$ cat config.mk
export PLATFORM = sky130hd
export DESIGN_NAME = mem_cmd_arbiter_flat
export DESIGN_NICKNAME = d
export VERILOG_FILES = /design/src/rtl/mem_cmd_arbiter_if.sv /design/src/rtl/mem_cmd_arbiter.sv /design/src/flat_wrapper.sv
export SDC_FILE = /design/constraint.sdc
export NUM_CORES = 1
export LEC_CHECK = 0
export ABC_AREA = 1
export CAP_MARGIN = 20
export CORE_ASPECT_RATIO = 1.4
export CORE_MARGIN = 4
export CORE_UTILIZATION = 40
export CTS_CLUSTER_SIZE = 10
export DETAILED_ROUTE_END_ITERATION = 8
export GPL_ROUTABILITY_DRIVEN = 1
export HOLD_SLACK_MARGIN = 0.12
export PLACE_DENSITY = 0.81
export SETUP_SLACK_MARGIN = 0.4
export SYNTH_ARGS = -nofsm -noshare
export SYNTH_HDL_FRONTEND = slang
export SYNTH_SLANG_ARGS = --single-unit
$ cat constraint.sdc
create_clock -name clk -period 1.6 [get_ports clk]
set_input_delay 0.48 -clock clk [delete_from_list [all_inputs] [get_ports clk]]
set_output_delay 0.48 -clock clk [all_outputs]
set_load 0.05 [all_outputs]
$ cat src/rtl/mem_cmd_arbiter_if.sv
// Command bus between the two requesters, the MCB command port and the arbiter.
// The master modport is the requester/MCB side; the arbiter connects through slave.
interface mem_cmd_arbiter_if;
  logic        calib_done;
  logic        req0;
  logic        req1;
  logic [2:0]  instr0;
  logic [2:0]  instr1;
  logic [5:0]  bl0;
  logic [5:0]  bl1;
  logic [29:0] addr0;
  logic [29:0] addr1;
  logic        ack0;
  logic        ack1;
  logic        mem_cmd_en;
  logic [2:0]  mem_cmd_instr;
  logic [5:0]  mem_cmd_bl;
  logic [29:0] mem_cmd_byte_addr;
  logic        mem_cmd_full;
  logic        busy;
  logic        grant_id;

  modport master (
    output calib_done, req0, req1, instr0, instr1, bl0, bl1, addr0, addr1, mem_cmd_full,
    input  ack0, ack1, mem_cmd_en, mem_cmd_instr, mem_cmd_bl, mem_cmd_byte_addr, busy, grant_id
  );

  modport slave (
    input  calib_done, req0, req1, instr0, instr1, bl0, bl1, addr0, addr1, mem_cmd_full,
    output ack0, ack1, mem_cmd_en, mem_cmd_instr, mem_cmd_bl, mem_cmd_byte_addr, busy, grant_id
  );
endinterface

$ cat src/rtl/mem_cmd_arbiter.sv
// Two-requester arbiter feeding the MCB command port; round-robin on ties.
// Define MEM_ARB_FIXED_PRIO_EN to make requester 0 always win a tie instead.
module mem_cmd_arbiter (
  input logic               clk,
  input logic               rst_n,
  mem_cmd_arbiter_if.slave  bus
);
  typedef enum logic {IDLE, ISSUE} state_t;

  state_t      state;
  state_t      state_nxt;
  logic        grant_go;
  logic        issue_go;
  logic        winner;
  logic        busy_c;

  logic        en_q;
  logic        ack0_q;
  logic        ack1_q;
  logic        grant_q;
  logic [2:0]  instr_q;
  logic [5:0]  bl_q;
  logic [29:0] addr_q;
`ifndef MEM_ARB_FIXED_PRIO_EN
  logic        last_grant;
`endif

  always_ff @(posedge clk or negedge rst_n) begin
    if (!rst_n) state <= IDLE;
    else        state <= state_nxt;
  end

  always_comb begin
    state_nxt = state;
    case (state)
      IDLE:    if (bus.calib_done && (bus.req0 || bus.req1)) state_nxt = ISSUE;
      ISSUE:   if (!bus.mem_cmd_full) state_nxt = IDLE;
      default: state_nxt = IDLE;
    endcase
  end

  always_comb begin
    busy_c   = (state == ISSUE);
    grant_go = (state == IDLE) && bus.calib_done && (bus.req0 || bus.req1);
    issue_go = (state == ISSUE) && !bus.mem_cmd_full;
`ifdef MEM_ARB_FIXED_PRIO_EN
    winner   = !bus.req0;
`else
    // A lone request wins outright; on a tie the side not granted last wins.
    winner   = bus.req1 && (!bus.req0 || !last_grant);
`endif
  end

  always_ff @(posedge clk or negedge rst_n) begin
    if (!rst_n) begin
      en_q       <= 1'b0;
      ack0_q     <= 1'b0;
      ack1_q     <= 1'b0;
      grant_q    <= 1'b0;
      instr_q    <= '0;
      bl_q       <= '0;
      addr_q     <= '0;
`ifndef MEM_ARB_FIXED_PRIO_EN
      last_grant <= 1'b1;
`endif
    end else begin
      en_q   <= issue_go;
      ack0_q <= issue_go && !grant_q;
      ack1_q <= issue_go && grant_q;
      if (grant_go) begin
        grant_q <= winner;
        instr_q <= winner ? bus.instr1 : bus.instr0;
        bl_q    <= winner ? bus.bl1    : bus.bl0;
        addr_q  <= winner ? bus.addr1  : bus.addr0;
`ifndef MEM_ARB_FIXED_PRIO_EN
        last_grant <= winner;
`endif
      end
    end
  end

  assign bus.mem_cmd_en        = en_q;
  assign bus.ack0              = ack0_q;
  assign bus.ack1              = ack1_q;
  assign bus.grant_id          = grant_q;
  assign bus.mem_cmd_instr     = instr_q;
  assign bus.mem_cmd_bl        = bl_q;
  assign bus.mem_cmd_byte_addr = addr_q;
  assign bus.busy              = busy_c;
endmodule

$ cat src/flat_wrapper.sv
// flat-port wrapper written by rule: the top's interface ports become plain ports
module mem_cmd_arbiter_flat 
  (clk, rst_n, bus_calib_done, bus_req0, bus_req1, bus_instr0, bus_instr1, bus_bl0, bus_bl1, bus_addr0, bus_addr1, bus_mem_cmd_full, bus_ack0, bus_ack1, bus_mem_cmd_en, bus_mem_cmd_instr, bus_mem_cmd_bl, bus_mem_cmd_byte_addr, bus_busy, bus_grant_id);
  mem_cmd_arbiter_if bus_i ();
  input logic clk;
  input logic rst_n;
  input wire logic [$bits(bus_i.calib_done)-1:0] bus_calib_done;
  input wire logic [$bits(bus_i.req0)-1:0] bus_req0;
  input wire logic [$bits(bus_i.req1)-1:0] bus_req1;
  input wire logic [$bits(bus_i.instr0)-1:0] bus_instr0;
  input wire logic [$bits(bus_i.instr1)-1:0] bus_instr1;
  input wire logic [$bits(bus_i.bl0)-1:0] bus_bl0;
  input wire logic [$bits(bus_i.bl1)-1:0] bus_bl1;
  input wire logic [$bits(bus_i.addr0)-1:0] bus_addr0;
  input wire logic [$bits(bus_i.addr1)-1:0] bus_addr1;
  input wire logic [$bits(bus_i.mem_cmd_full)-1:0] bus_mem_cmd_full;
  output wire logic [$bits(bus_i.ack0)-1:0] bus_ack0;
  output wire logic [$bits(bus_i.ack1)-1:0] bus_ack1;
  output wire logic [$bits(bus_i.mem_cmd_en)-1:0] bus_mem_cmd_en;
  output wire logic [$bits(bus_i.mem_cmd_instr)-1:0] bus_mem_cmd_instr;
  output wire logic [$bits(bus_i.mem_cmd_bl)-1:0] bus_mem_cmd_bl;
  output wire logic [$bits(bus_i.mem_cmd_byte_addr)-1:0] bus_mem_cmd_byte_addr;
  output wire logic [$bits(bus_i.busy)-1:0] bus_busy;
  output wire logic [$bits(bus_i.grant_id)-1:0] bus_grant_id;
  assign bus_i.calib_done = bus_calib_done;
  assign bus_i.req0 = bus_req0;
  assign bus_i.req1 = bus_req1;
  assign bus_i.instr0 = bus_instr0;
  assign bus_i.instr1 = bus_instr1;
  assign bus_i.bl0 = bus_bl0;
  assign bus_i.bl1 = bus_bl1;
  assign bus_i.addr0 = bus_addr0;
  assign bus_i.addr1 = bus_addr1;
  assign bus_i.mem_cmd_full = bus_mem_cmd_full;
  assign bus_ack0 = bus_i.ack0;
  assign bus_ack1 = bus_i.ack1;
  assign bus_mem_cmd_en = bus_i.mem_cmd_en;
  assign bus_mem_cmd_instr = bus_i.mem_cmd_instr;
  assign bus_mem_cmd_bl = bus_i.mem_cmd_bl;
  assign bus_mem_cmd_byte_addr = bus_i.mem_cmd_byte_addr;
  assign bus_busy = bus_i.busy;
  assign bus_grant_id = bus_i.grant_id;
  mem_cmd_arbiter u_core (.clk(clk), .rst_n(rst_n), .bus(bus_i));
endmodule
# Yosys cells after proc, flatten, opt, wreduce, memory -nomap -nowiden
# Index checks and enable logic that the tools add are counted.
[word_totals]
ff_bits = 45
in_bits = 84
word_cells = 29
[classes]
muxes = 6
bitwise_logic = 1
reduce_logical = 13
[ops]
columns = ["op", "n"]
rows = [
  ["two-way mux 30 bit", 1],
  ["logical AND 1 bit", 7],
  ["two-way mux 6 bit", 1],
  ["zero test 1 bit", 4],
  ["two-way mux 3 bit", 1],
  ["logical OR 1 bit", 2],
  ["two-way mux 1 bit", 2],
  ["one-hot mux 1 bit (2 select lines)", 1],
  ["inverter 1 bit", 1],
]

# Longest topological paths before layout
[depth]
word_depth = 4
ltp_mapped = 7
depth_no_buf = 6

# Worst setup path after synthesis
# Ideal clock, no wire load.
[synth_path]
path_kind = "reg-to-reg"
start = "register u_core.state (netlist: u_core.bus.busy)"
end = "register u_core.bl_q[0] (netlist: u_core.bus.mem_cmd_bl[0])"
setup_time_ns = 0.118
arrival_ns = 1.233
slack_ns = 0.249
stages_incl_launch_ff = 8
path_buffers = 1
synth_period_minus_slack_ns = 1.351
path_cell_list = "dfrtp_1 > inv_1 > nand2_1 > nor2_2 > inv_2 > buf_2 > nand2_1 > nand2_1"
[synth_between]
elab_chain_len = 3
[synth_lines]
columns = ["element", "line_no", "source"]
rows = [
  ["start: declaration", "mem_cmd_arbiter.sv:10", "state_t state;"],
  ["start signal: assignment", "mem_cmd_arbiter.sv:30", "else state <= state_nxt;"],
  ["inverter 1 bit", "mem_cmd_arbiter.sv:44", "grant_go = (state == IDLE) && bus.calib_done && (bus.req0 || bus.req1);"],
  ["logical AND 1 bit (2 in series)", "mem_cmd_arbiter.sv:44", ""],
  ["end signal: assignment", "mem_cmd_arbiter.sv:73", "bl_q <= winner ? bus.bl1 : bus.bl0;"],
  ["end: declaration", "mem_cmd_arbiter.sv:22", "logic [5:0] bl_q;"],
]
# Every way passes these cells.
# A chain may end at the register's enable or synchronous reset.

# Worst setup path after layout
[layout_path]
start = "register u_core.state (netlist: u_core.bus.busy)"
end = "register u_core.addr_q[12] (netlist: u_core.bus.mem_cmd_byte_addr[12])"
[layout_between]
elab_chain_len = 3
[layout_lines]
columns = ["element", "line_no", "source"]
rows = [
  ["inverter 1 bit", "mem_cmd_arbiter.sv:44", ""],
  ["logical AND 1 bit (2 in series)", "mem_cmd_arbiter.sv:44", ""],
  ["end signal: assignment", "mem_cmd_arbiter.sv:74", "addr_q <= winner ? bus.addr1 : bus.addr0;"],
  ["end: declaration", "mem_cmd_arbiter.sv:23", "logic [29:0] addr_q;"],
]
# Every way passes these cells.

==> impl_results.md <==
- Final period util: ~90%
- Final TNS setup: 0 ps
- Most frequent cell after synthesis: nand2_1
- Mapped Cells: 357
- Synth Register Bits: 45
- CTS root buf: clkbuf_8
- Static Leak: 0.002702 uW
- Main area contributors after synthesis: dfrtp_1, nand2_1, nand3_1
- Final #Nets: 624
- DR iter-0 viols: 267
- Final setup violation count: 0
- DR vias/cell: 5.136
- Slew at the pin closest to its max-slew limit: roughly 250 ps
- Comb pwr share: 60.6%
- Cell Int Power: 3609 uW
- WL final: 10810 microns
- Share of layout cells above drive strength 1: around a third
- DRC viols: 0
- Chip Width: around 74 microns
- Slew Viols, Final: 0
- Top_reg_cell synth: dfrtp_1
- Syn nets: between 400 and 500
- RSZ-0062 raised after global routing: true
- Placer Congestion: roughly 0.80
- I/O Buffers: roughly 130
- Register clock-pin slew on the reported worst setup and hold paths: roughly 90 ps
- Seq pwr share: between 20% and 30%
- Crit-path max FO: 8
- Worst path required time: 1840 ps
- Final hold vios: 0
- Slew HR: between 80% and 90%
- Fraction of registers with async set or reset after synthesis: 100.0%
- Htree depth: 2
- Synth area leader: dfrtp_1
- Cell Pwr Density: 1225 nW/um^2
- Die Ht: 99.98 microns
- Critical path type: reg2reg
- Post-synthesis sequential area ratio: 46.64%
- Max_cap viols: 0
- Area grow syn2layout: 109.5%
- Global-route wire length before repair: 15450 microns
- Post-DR wirelength/cell: 17.67 microns
- Worst path top cell family by delay: buffers and inverters
- Yosys warnings: 0
- Dpl cells: 551
- Starting Density: about two fifths
- Clk_lat worst skew: 300 ps
- Tmin final: 1433 ps
- Die ar.: 7369 sq um
- Worst slack at placement: -157.7 ps
- CP Buf/Inv Count: 5
- Clock power frac: between 10% and 20%
- Switching Fraction: 41.79%
- Ports: 128
- Fill cells: 276
- Vias in the first global route: 3215
- P_sw: 2591 uW
- Post-Syn Area: 2417 sq um
- Clock Skew: 5.983 ps
- CP arrival: ~1700 ps
- Post-synthesis average cell area: 6.771 sq um
- Largest stage delay on the critical path: between 400 and 500 ps
- CTS tree: done
- Antenna violation net count after detailed routing: 0
- Max frequency: 0.6977 GHz
- Core ar.: 5863 sq um
- Setup ws final: 166.7 ps
- Run status: completed
- CP endpoint kind: flop
- Most used cell along the critical path: buf_6
- Site row count: 33
- Vias post-DR: 3143
- CP Cell Sequence: buf_6, inv_4, nand2_4, nor2_4, buf_4, buf_6, buf_12, nand3_2, nand2_1
- Peak supply drop: 786.3 uV
- Clock tree sinks: 45
- Initial antenna violation count: 1
- Post-Layout Cell Count: 612
- Cts hold-fix bufs: 0
- Clock buffer depth: 2
- Top-area cell type share of the netlist area: 45.55%
- Commonest cells in the netlist: nand2_1, inv_1, nand3_1
- DRT Pass-1 Iters: 4
- EDFF count, synth: 0
- CP startpoint kind: flop
- Count of unique library cells instantiated by Yosys: 12
- Clock buffer count from CTS: 5
- Total grt overflow: 0
- Slowest cell on crit path: dfrtp_2
- Hpwl dp: about 6100 microns
- GR Util All Layers: 27.18%
- Largest net degree at the start of global routing: 46
- Hold Crit Class: in2async
## stage by stage
stage | area (sq um) | utilization, % | power [uW] | hold slack [ps]
finish | 5064 | 86.36 | 6201 | 144.0
global route | 5064 | 86.36 | 6420 | 165.6
floorplan | 2456 | - | 3042 | 184.4
CTS | 4888 | 83.38 | 5914 | 160.3
detailed placement | 4305 | 73.43 | 4777 | 469.4
global placement | 4305 | 73.43 | 4711 | 453.3
## state kept, by name (all words and copies together), names as in the netlist
signal                        count
u_core.bus.mem_cmd_byte_addr     30
u_core.bus.ack1                   1
u_core.bus.mem_cmd_instr          3
u_core.bus.busy                   1
u_core.bus.mem_cmd_bl             6
u_core.bus.grant_id               1
u_core.last_grant                 1
u_core.bus.ack0                   1
u_core.bus.mem_cmd_en             1
## placed cells by master, fill, tap and decap left out, drive strengths merged
master and n:
dlygate4sd2 3, nand2 125, diode 1, nand3 78, o21ai 1, buf 114, inv 82, clkinvlp 1
clkinv 3, dfrtp 44, clkbuf 5, dfstp 1, clkdlybuf4s50 79, nor2 5
## metal layers
| metal | global-route usage (%) | vias up | wire length [microns] |
|---|---|---|---|
| met2 | 51.09 | 182 | 5906 |
| met4 | 11.02 | 0 | 507 |
| met1 | 28.96 | 1498 | 3646 |
| met5 | 0 | - | 0 |
| li1 | - | 1422 | - |
| met3 | 4.609 | 41 | 751 |
## worst paths after layout
kind	end	depth (start not counted)	slack (ps)	from
max in group asynchronous	u_core.last_grant	2	1180	rst_n
min in group clk	u_core.last_grant	2	510	u_core.last_grant
min reg2reg	u_core.last_grant	2	510	u_core.last_grant
max reg2reg	u_core.bus.mem_cmd_byte_addr[12]	9	170	u_core.bus.busy
min	u_core.bus.mem_cmd_bl[2]	2	140	rst_n
max	u_core.bus.mem_cmd_byte_addr[12]	9	170	u_core.bus.busy
## power by group through the flow
stage / combinational, uW / clock, uW / sequential, uW
2_1_floorplan: 500 / 0 / 2540
3_3_place_gp: 2960 / 0 / 1750
3_5_place_dp: 3020 / 0 / 1760
4_1_cts: 3490 / 695 / 1730
5_1_grt: 3900 / 745 / 1780
6_report: 3760 / 694 / 1750
## kinds of logic (layout without fill, tap and decap cells)
kind of cell / count (synthesis) / count (layout) / synth area share, %
and+or+nand+nor: 208 / 208 / 36.44
AOI/OAI and AO/OA: 1 / 1 / 0.2068
DFF: 45 / 45 / 46.64
buffers and inverters: 103 / 287 / 16.72
other: 0 / 1 / 0
## repair_timing
item	in CTS	in global routing
resized for setup	68	26
buffers inserted	33	13
pin swaps	37	4
endpoints found under the setup margin	86	86
cloned	6	0
## final cells by class
type / instances / area (sq um) / area share (%)
repair buffers: 196 / 2362 / 46.65
clock inverters: 3 / 17.52 / 0.3459
clock buffers: 5 / 68.82 / 1.359
flip-flops and latches: 45 / 1131 / 22.34
diodes: 1 / 2.502 / 0.04942
well taps: 70 / 87.58 / 1.730
multi-input cells: 209 / 1075 / 21.23
inverters: 83 / 319.1 / 6.301
No activity file was read; power rests on OpenSTA's default activity.
==> patch 1 (same settings) <==
Build with the macro `MEM_ARB_FIXED_PRIO_EN` defined.
--- a/src/rtl/mem_cmd_arbiter.sv
+++ b/src/rtl/mem_cmd_arbiter.sv
@@ -1,5 +1,7 @@
 // Two-requester arbiter feeding the MCB command port; round-robin on ties.
 // Define MEM_ARB_FIXED_PRIO_EN to make requester 0 always win a tie instead.
+`define MEM_ARB_FIXED_PRIO_EN
+
 module mem_cmd_arbiter (
   input logic               clk,
   input logic               rst_n,
Behaviour: not the same (a bounded check fails within 4 cycles, from zero or initial values and one cycle with rst_n low).
==> patch 1 against the unedited design <==
  * Sequential cell count is 1 lower
  * Critical path depth is 2 lower
  * Area after synthesis is 12% lower
  * Routed wire length is 14% higher
  * Setup slack better by 5.2 ps
  * Total power is 9.4% lower
  * Global-route usage is 2.2 points higher
  * Design area is 4.2% lower
  * Fmax is 0.36% higher
  * Largest power group unchanged
==> patch 1: results (changes against the unedited design) <==
* Top cells by area, synth: dfrtp_1 52%, nand2_1 42%, buf_2 1.9%
* Fin nets at 565 (-9.5%)
* Post-Place Setup Slack at -138 ps (+19.8 ps)
* Layout cell share with drive strength beyond 1 at 0.378 (+0.0375)
* Routed WL at 12.3 mm (+14%)
* Crit path time final at 1430 ps (-5.17 ps)
* Tot GR Track Use at 0.294 (+0.0225)
* Initial DRC Count at 256 (-4.1%)
* Max reg flops at 30 (unchanged)
* DR WL met2 at 6.47 mm (+9.5%)
* M1 WL at 4.26 mm (+17%)
* Antenna violations before repair at 0 (-1)
* Pre-antenna DRT Iters at 5 (+1)
* DR vias at 3069 (-2.4%)
* Finished Layout Cells at 548 (-10%)
* Post-synthesis net count at 396 (-10%)
* DP Cell Count at 502 (-8.9%)
* Worst VDD drop at 1.12 mV (+43%)
* Leakage at 2.56 nW (-5.1%)
* Synth top cells by count: 239 x nand2_1, 44 x dfrtp_1, 8 x buf_2
* Dpl cell area at 3960 um^2 (-8.1%)
* Largest net degree at the start of global routing at 45 (-2.2%)
* GP Congestion at 0.837 (+4.6%)
* Post-Syn Instances at 312 (-13%)
* Crit path to: u_core.bus.mem_cmd_byte_addr[27]$_DFFE_PN0P_
* ANT cells at 0 (-1)
* Top layer in use: met4
* Worst skew pair latency at 320 ps (+20 ps)
* Yosys warns at 0 (unchanged)
* Setup Skew at 12.0 ps (+6.03 ps)
* Dpl hpwl at 5.58 mm (-8.5%)
* Vias in the first global route at 2933 (-8.8%)
* CP arrival at 1630 ps (-40 ps)
* Seq/Total Area, Yosys at 0.517 (+0.0504)
* Slew HR at 0.834 (+0.00166)
* R2R depth at 7 (-2)
* First-pass GRT wire length at 15.0 mm (-3.2%)
* CP Max Fanout at 6 (-2)
* Status: finished clean
* Metal3 WL at 960 um (+28%)
## patch 1: worst min-delay path by stage
stage                     start                                           end  slack (ps)  depth (start not counted)
after floorplan           rst_n                     u_core.bus.ack0$_DFF_PN0_         180                          0
after global routing      rst_n  u_core.bus.mem_cmd_byte_addr[25]$_DFFE_PN0P_         170                          2
after detailed placement  rst_n  u_core.bus.mem_cmd_byte_addr[25]$_DFFE_PN0P_         480                          2
after CTS                 rst_n  u_core.bus.mem_cmd_byte_addr[26]$_DFFE_PN0P_         170                          2
final                     rst_n  u_core.bus.mem_cmd_byte_addr[26]$_DFFE_PN0P_         130                          2
after global placement    rst_n  u_core.bus.mem_cmd_byte_addr[24]$_DFFE_PN0P_         470                          2
## patch 1: repair_timing
action                     in CTS  in global routing
hold endpoints to repair        0                  0
pin swaps                       7                 26
setup endpoints to repair      85                 85
gates cloned                    6                  0
resized for setup              54                 86
buffers inserted               18                 14
## patch 1: cell families after synthesis
group                  count (synthesis)  share of synthesized area
and+or+nand+nor                      246                      0.436
DFF                                   44                      0.517
buffers and inverters                 21                     0.0452
AOI/OAI and AO/OA                      1                    0.00235
## patch 1: final cells by class
cell class                 instances  area (um^2)
fill                             164          307
inverter                           5         21.3
timing repair buffer             178         2270
sequential                        44         1100
multi-input combinational        247         1280
tap                               66         82.6
clock buffer                       8         90.1
## patch 1: power breakdown
part           switching [mW]  internal, mW  leakage, nW
Combinational            1.64          1.58         1.97
Sequential              0.303          1.35        0.552
Clock                   0.402         0.353       0.0455
## patch 1: worst register-to-register path: cells and delay by family (launching register included)
kind | cells | cell delay [ps]
DFF | 1 | 440
and+or+nand+nor | 4 | 440
buffers and inverters | 3 | 440
## patch 1: layer usage
metal,up-vias,global-route usage
li1,1264,-
met1,1498,0.307
met2,246,0.567
met3,61,0.0671
met4,0,0.118
met5,-,0
==> patch 2 (same flow settings) <==
Made on the original files. Make the reset (`rst_n`) synchronous in 2 clocked blocks.
--- a/src/rtl/mem_cmd_arbiter.sv
+++ b/src/rtl/mem_cmd_arbiter.sv
@@ -25,7 +25,7 @@
   logic        last_grant;
 `endif
 
-  always_ff @(posedge clk or negedge rst_n) begin
+  always_ff @(posedge clk) begin
     if (!rst_n) state <= IDLE;
     else        state <= state_nxt;
   end
@@ -51,7 +51,7 @@
 `endif
   end
 
-  always_ff @(posedge clk or negedge rst_n) begin
+  always_ff @(posedge clk) begin
     if (!rst_n) begin
       en_q       <= 1'b0;
       ack0_q     <= 1'b0;
Function: differs if rst_n is asserted again (counterexample within 4 cycles, from zero or initial values and one cycle with rst_n low); with rst_n held inactive, the same outputs for 10 cycles.
==> patch 2 against the unedited design <==
  * Design area is 7.2% lower
  * Routed wire length is 25% lower
  * Area after synthesis is 1.2% higher
  * Hold slack better by 350 ps
  * Sequential share of layout area is 1.8 points lower
  * Setup slack better by 130 ps
  * Critical endpoint is now bus_busy
  * Core utilization is 6.8 points lower
  * Global-route usage is 6.4 points lower
  * Final cell count is 7.2% higher
  * Non-clock buffer count is 38 lower
  * Sequential cell count stayed put
Power is not compared: it rests on default switching activity, and its combinational part moved more than twofold at a synthesized area within 25%.
==> patch 2: results (changes against the unedited design) <==
* Status: finished clean
* First-pass GRT wire length at 12.2 mm (-21%)
* Fin nets at 669 (+7.2%)
* Seq/Total Area, Yosys at 0.368 (-0.0981)
* Post-Place Setup Slack at -251 ps (-93.3 ps)
* Hold Path Class: register to register
* ClkCell Share at 0.0170 (about the same)
* Slew HR at 0.771 (-0.0616)
* Synth top cells by count: 164 x nand2_1, 120 x nor2_1, 83 x inv_1
* # resized after CTS at 61 (-10%)
* Setup WS post-layout at 300 ps (+134 ps)
* M1 WL at 2.99 mm (-18%)
* Post-Syn Instances at 441 (+24%)
* Vias in the first global route at 2679 (-17%)
* ANT cells at 0 (-1)
* Postcts setup bufs at 6 (-82%)
* CP Max Fanout at 5 (-3)
* Layout cell share with drive strength beyond 1 at 0.237 (-0.103)
* Synthesized area per cell at 5.55 um^2 (-18%)
* Max incr delay on CP at 390 ps (-50 ps)
* Top cells by area, synth: dfxtp_1 37%, nand2_1 25%, nor2_1 18%
* Dpl hpwl at 5.50 mm (-9.8%)
* Setup Skew at 4.24 ps (-1.74 ps)
* Count of cell types in the netlist at 14 (+2)
* Non-CTS buffers at 158 (-19%)
* Antenna violations before repair at 0 (-1)
* Dpl cell area at 4270 um^2 (-0.78%)
* Setup Crit Path Kind: register to output pin
[patch 2: cell count changes in the layout (fill, tap and decap cells not counted), moves of 8 or more]
cell     before  now
buf_4        48   19
nand3_2       8    0
nor2_1        3  115
dfxtp_2       0   41
nand2_2      40    4
dfrtp_1      41    0
nand3_1      70    2
nand2_1      80  159
buf_6        13    3
[patch 2: power by group]
| group | switching, mW | internal (mW) |
|---|---|---|
| Combinational | 0.728 | 0.783 |
| Sequential | 0.101 | 1.23 |
| Clock | 0.365 | 0.311 |
[patch 2: cell families (layout without fill, tap and decap cells)]
family | after synthesis | in the layout | share of synthesized area
compound gates | 2 | 2 | 0.00409
buf+inv | 104 | 249 | 0.177
flops | 45 | 45 | 0.368
simple gates | 290 | 290 | 0.450
[patch 2: per-layer routing]
metal,global-route usage,up-vias
met1,0.221,1223
li1,-,1524
met5,0,-
met2,0.402,81
met3,0.0339,17
met4,0.0642,0
